--- src/rtl/serial_word_equal_ctrl.sv ---
// Multi-cycle word equality checker. A single 2-bit slice comparator is
// stepped across the captured operands, LSB slice first, stopping at the
// first mismatching slice and reporting the result with a one-cycle done.

// 2-bit slice equality comparator shared by the sequencer below.
module two_bit_equal (
  input  logic [1:0] a,
  input  logic [1:0] b,
  output logic       e
);

  assign e = (a == b);

endmodule

module serial_word_equal_ctrl #(
  parameter int unsigned WIDTH = 8,
  localparam int unsigned S  = WIDTH / 2,
  localparam int unsigned IW = (S > 1) ? $clog2(S) : 1
) (
  input  logic          clk,
  input  logic          reset,
  input  logic          start,
  input  logic [WIDTH-1:0] a,
  input  logic [WIDTH-1:0] b,
  output logic          busy,
  output logic          done,
  output logic          aeqb,
  output logic [IW-1:0] diff_slice
);

  localparam logic [IW-1:0] LastIdx = IW'(S - 1);

  typedef enum logic [1:0] {
    StIdle,
    StCmp,
    StDone
  } state_e;

  state_e           state_q, state_d;
  logic [WIDTH-1:0] ra_q, ra_d;
  logic [WIDTH-1:0] rb_q, rb_d;
  logic [IW-1:0]    idx_q, idx_d;
  logic             aeqb_q, aeqb_d;
  logic [IW-1:0]    diff_q, diff_d;

  logic [1:0] slice_a;
  logic [1:0] slice_b;
  logic       e;

  // Select the current 2-bit slice of each captured operand.
  always_comb begin
    slice_a = '0;
    slice_b = '0;
    for (int i = 0; i < int'(S); i++) begin
      if (idx_q == IW'(i)) begin
        slice_a = ra_q[2*i +: 2];
        slice_b = rb_q[2*i +: 2];
      end
    end
  end

  two_bit_equal u_slice_cmp (
    .a (slice_a),
    .b (slice_b),
    .e (e)
  );

  // State and datapath registers; reset clears everything.
  always_ff @(posedge clk) begin
    if (reset) begin
      state_q <= StIdle;
      ra_q    <= '0;
      rb_q    <= '0;
      idx_q   <= '0;
      aeqb_q  <= 1'b0;
      diff_q  <= '0;
    end else begin
      state_q <= state_d;
      ra_q    <= ra_d;
      rb_q    <= rb_d;
      idx_q   <= idx_d;
      aeqb_q  <= aeqb_d;
      diff_q  <= diff_d;
    end
  end

  // Next-state and datapath update; status decoded from registered state.
  always_comb begin
    state_d = state_q;
    ra_d    = ra_q;
    rb_d    = rb_q;
    idx_d   = idx_q;
    aeqb_d  = aeqb_q;
    diff_d  = diff_q;
    busy    = (state_q == StCmp);
    done    = (state_q == StDone);

    unique case (state_q)
      StIdle: begin
        if (start) begin
          ra_d    = a;
          rb_d    = b;
          idx_d   = '0;
          aeqb_d  = 1'b0;
          diff_d  = '0;
          state_d = StCmp;
        end
      end
      StCmp: begin
        if (!e) begin
          aeqb_d  = 1'b0;
          diff_d  = idx_q;
          state_d = StDone;
        end else if (idx_q == LastIdx) begin
          aeqb_d  = 1'b1;
          diff_d  = '0;
          state_d = StDone;
        end else begin
          idx_d = idx_q + 1'b1;
        end
      end
      StDone: begin
        state_d = StIdle;
      end
      default: begin
        state_d = StIdle;
      end
    endcase
  end

  assign aeqb       = aeqb_q;
  assign diff_slice = diff_q;

endmodule

--- config.mk ---
export PLATFORM = sky130hd
export DESIGN_NAME = serial_word_equal_ctrl
export DESIGN_NICKNAME = d
export VERILOG_FILES = /design/src/rtl/serial_word_equal_ctrl.sv
export SDC_FILE = /design/constraint.sdc
export NUM_CORES = 1
export LEC_CHECK = 0
export ABC_AREA = 1
export CORE_ASPECT_RATIO = 0.8
export CORE_UTILIZATION = 46
export DETAILED_ROUTE_END_ITERATION = 6
export PLACE_DENSITY = 0.74
export SYNTH_ARGS = -nofsm -noshare
export SYNTH_HDL_FRONTEND = slang
export SYNTH_SLANG_ARGS = --single-unit
export TNS_END_PERCENT = 1
--- constraint.sdc ---
create_clock -name clk -period 2 [get_ports clk]
set_clock_uncertainty 0.2 [all_clocks]
set_input_delay 0.4 -clock clk [delete_from_list [all_inputs] [get_ports clk]]
set_output_delay 0.4 -clock clk [all_outputs]
set_load 0.02 [all_outputs]
==> results.sh <==
export IMPL_final_area_um2=1320
export IMPL_antenna_found_initial=0
export IMPL_start_kind="flip-flop"
export IMPL_ir_worst_vdd_mv=0.661
export IMPL_cp_arrival_ns=1.28
export IMPL_seq_area_frac_synth=0.443
export IMPL_end_kind="output port"
export IMPL_ys_types=17
export IMPL_max_cap_violations=0
export IMPL_post_cts_setup_buffer_count=0
export IMPL_grt_max_degree=27
export IMPL_final_cell_mix="nor2_1, dfxtp_1, clkdlybuf4s50_1, nand2_1"
export IMPL_crit_chain="clkdlybuf4s50_1"
export IMPL_n_antenna_cell=0
export IMPL_grt_usage=0.204
export IMPL_hpwl_mm=1.60
export IMPL_syn_cell_area_um2=1040
export IMPL_dieWidth_um=55.1
export IMPL_critical_path_slowest_cell="clkdlybuf4s50_1"
export IMPL_coreArea_um2=2000
export IMPL_drt_initial_drc_count=14
export IMPL_relSlewSlack=0.683
export IMPL_rr_worst_depth=11
export IMPL_crit_path_max_fanout=2
export IMPL_synth_seq_cells=23
export IMPL_num_rows=14
export IMPL_die_area_um2=2450
export IMPL_vias_per_cell=4.97
export IMPL_avgSynthCellArea_um2=7.37
export IMPL_r2r_end="diff_slice[1]"
export IMPL_insertion_delay_ns=0.30
export IMPL_maxSlewViolCount=0
export IMPL_dr_pass1_iters=4
export IMPL_finalCriticalPeriod_ns=1.88
export IMPL_worstHoldStart="diff_slice[0]"
export IMPL_tns_ns=0
export IMPL_final_antenna_net_count=0
export IMPL_cp_num_buf_inv=1
export IMPL_cts_root_buf="clkbuf_4"
export IMPL_power_leakage_uw=0.000569
export IMPL_dieHeight_um=44.5
export IMPL_fmax_ghz=0.533
export IMPL_synth_cells=141
export IMPL_portBuffers=23
export IMPL_grt_first_pass_wirelength_mm=3.54
export IMPL_routed_via_count=945
export IMPL_final_common_cell="nor2_1"
export IMPL_r2r_start="idx_q[0]"
export IMPL_setup_ws_ns=0.125
export IMPL_crit_type="reg -> out"
export IMPL_grt_pass1_vias=891
export IMPL_r2r_slack_ns=0.24
export IMPL_clkTransAtPathRegs_ns=0.12
export IMPL_status="completed"
export IMPL_placed_area_um2=1300
export IMPL_hold_viol_final=0
export IMPL_tightest_slew_ns=0.475
export IMPL_hold_depth=2
export IMPL_grt_overflow=0
export IMPL_synthesis_nets=164
export IMPL_drive_above_1_share=0.0904
export IMPL_clk_path_buf_depth=2
export IMPL_htree_levels=1
export IMPL_cts_tree="built"
export IMPL_wirelength_mm=2.14
export IMPL_p_total_uw=959
export IMPL_area_growth_pct=27.0
export IMPL_finalWeightedCongestion=0.737
export IMPL_min_to="diff_slice[0]"
export IMPL_wl_per_cell_um=11.3
export IMPL_required_ns=1.40
export IMPL_synth_warnings=0
export IMPL_ioPinCount=24
export IMPL_path_delay_family="buffers and inverters"
export IMPL_drc=0
export IMPL_pre_cts_slack_ns=0.121
export IMPL_cts_buffers=3
export IMPL_nets=190
export IMPL_min_delay_path_class="reg -> reg"
export IMPL_initial_core_util=0.520
export IMPL_rsz0062_at_grt="false"
export IMPL_p_per_area_nw_per_um2=727
export IMPL_fill_cells=200
export IMPL_cpPeakStageDelay_ns=0.62
export IMPL_cts_hold_buffers=0
export IMPL_clkSinkCount=23
export IMPL_setup_viol=0
export IMPL_final_core_util=0.660
export IMPL_period_share=0.938
## state kept, by name, summed over array words and instances (netlist names)
name	cells
idx_q	2
rb_q	8
ra_q	8
diff_slice	2
aeqb	1
state_q	2
## cell usage after synthesis
cell type	n	area, um^2
dfxtp_1	23	460
nand2_2	2	12.5
clkbuf_1	3	11.3
inv_2	3	11.3
buf_2	1	5.00
nand2_4	1	11.3
o21ai_0	15	75.1
nand3_1	12	60.1
o21ai_1	2	10.0
nand2_1	17	63.8
a21oi_1	11	55.1
xnor2_1	5	43.8
o21ai_2	1	8.76
inv_1	15	56.3
nor2_1	25	93.8
nor3_2	1	10.0
ha_1	4	50.1
## routing by layer
metal / vias to the layer above / GRT usage / wire, um
li1: 498 / - / -
met1: 424 / 0.241 / 996
met2: 21 / 0.359 / 1020
met3: 2 / 0.0722 / 111
met4: 0 / 0.0300 / 13
met5: - / 0 / 0
## per-stage QoR
step	hold WS, ns	std cells
3_3_place_gp	0.244	186
3_5_place_dp	0.262	186
6_report	0.272	190
4_1_cts	0.279	190
5_1_grt	0.302	190
2_1_floorplan	0.236	141
## power breakdown
| group | internal (uW) | switching (uW) |
|---|---|---|
| logic | 101 | 122 |
| clock network | 77.8 | 133 |
| registers | 499 | 26.4 |
| total | 678 | 281 |
## layout make-up
| cell class | count | area [um^2] | area share |
|---|---|---|---|
| inverters | 18 | 67.6 | 0.0512 |
| repair buffers | 25 | 239 | 0.181 |
| clock buffers | 4 | 26.3 | 0.0199 |
| multi-input cells | 96 | 494 | 0.375 |
| well taps | 24 | 30.0 | 0.0228 |
| flip-flops and latches | 23 | 462 | 0.350 |
## timing repair
action,in CTS,in global routing
gates resized for setup,2,3
hold endpoints to repair,0,0
pin swaps,0,0
endpoints found under the setup margin,2,1
## kinds of logic after synthesis
family | count (synthesis) | synth area share
adders and majority gates | 4 | 0.0482
and+or+nand+nor | 58 | 0.242
buffers and inverters | 22 | 0.0807
AOI/OAI and AO/OA | 29 | 0.143
DFF | 23 | 0.443
xor gates and xnor gates | 5 | 0.0422
## how the worst max path moves through the flow
| stage | end | cells after the start | slack [ns] | start |
|---|---|---|---|---|
| 2_1_floorplan | diff_slice[0] | 11 | 0.46 | idx_q[0] |
| 3_3_place_gp | busy | 4 | 0.13 | state_q[1] |
| 3_5_place_dp | busy | 4 | 0.12 | state_q[1] |
| 4_1_cts | busy | 4 | 0.04 | state_q[1] |
| 5_1_grt | aeqb | 11 | 0.06 | idx_q[0] |
| 6_report | diff_slice[1] | 1 | 0.12 | diff_slice[1] |
No activity file was read; power rests on OpenSTA's default activity.
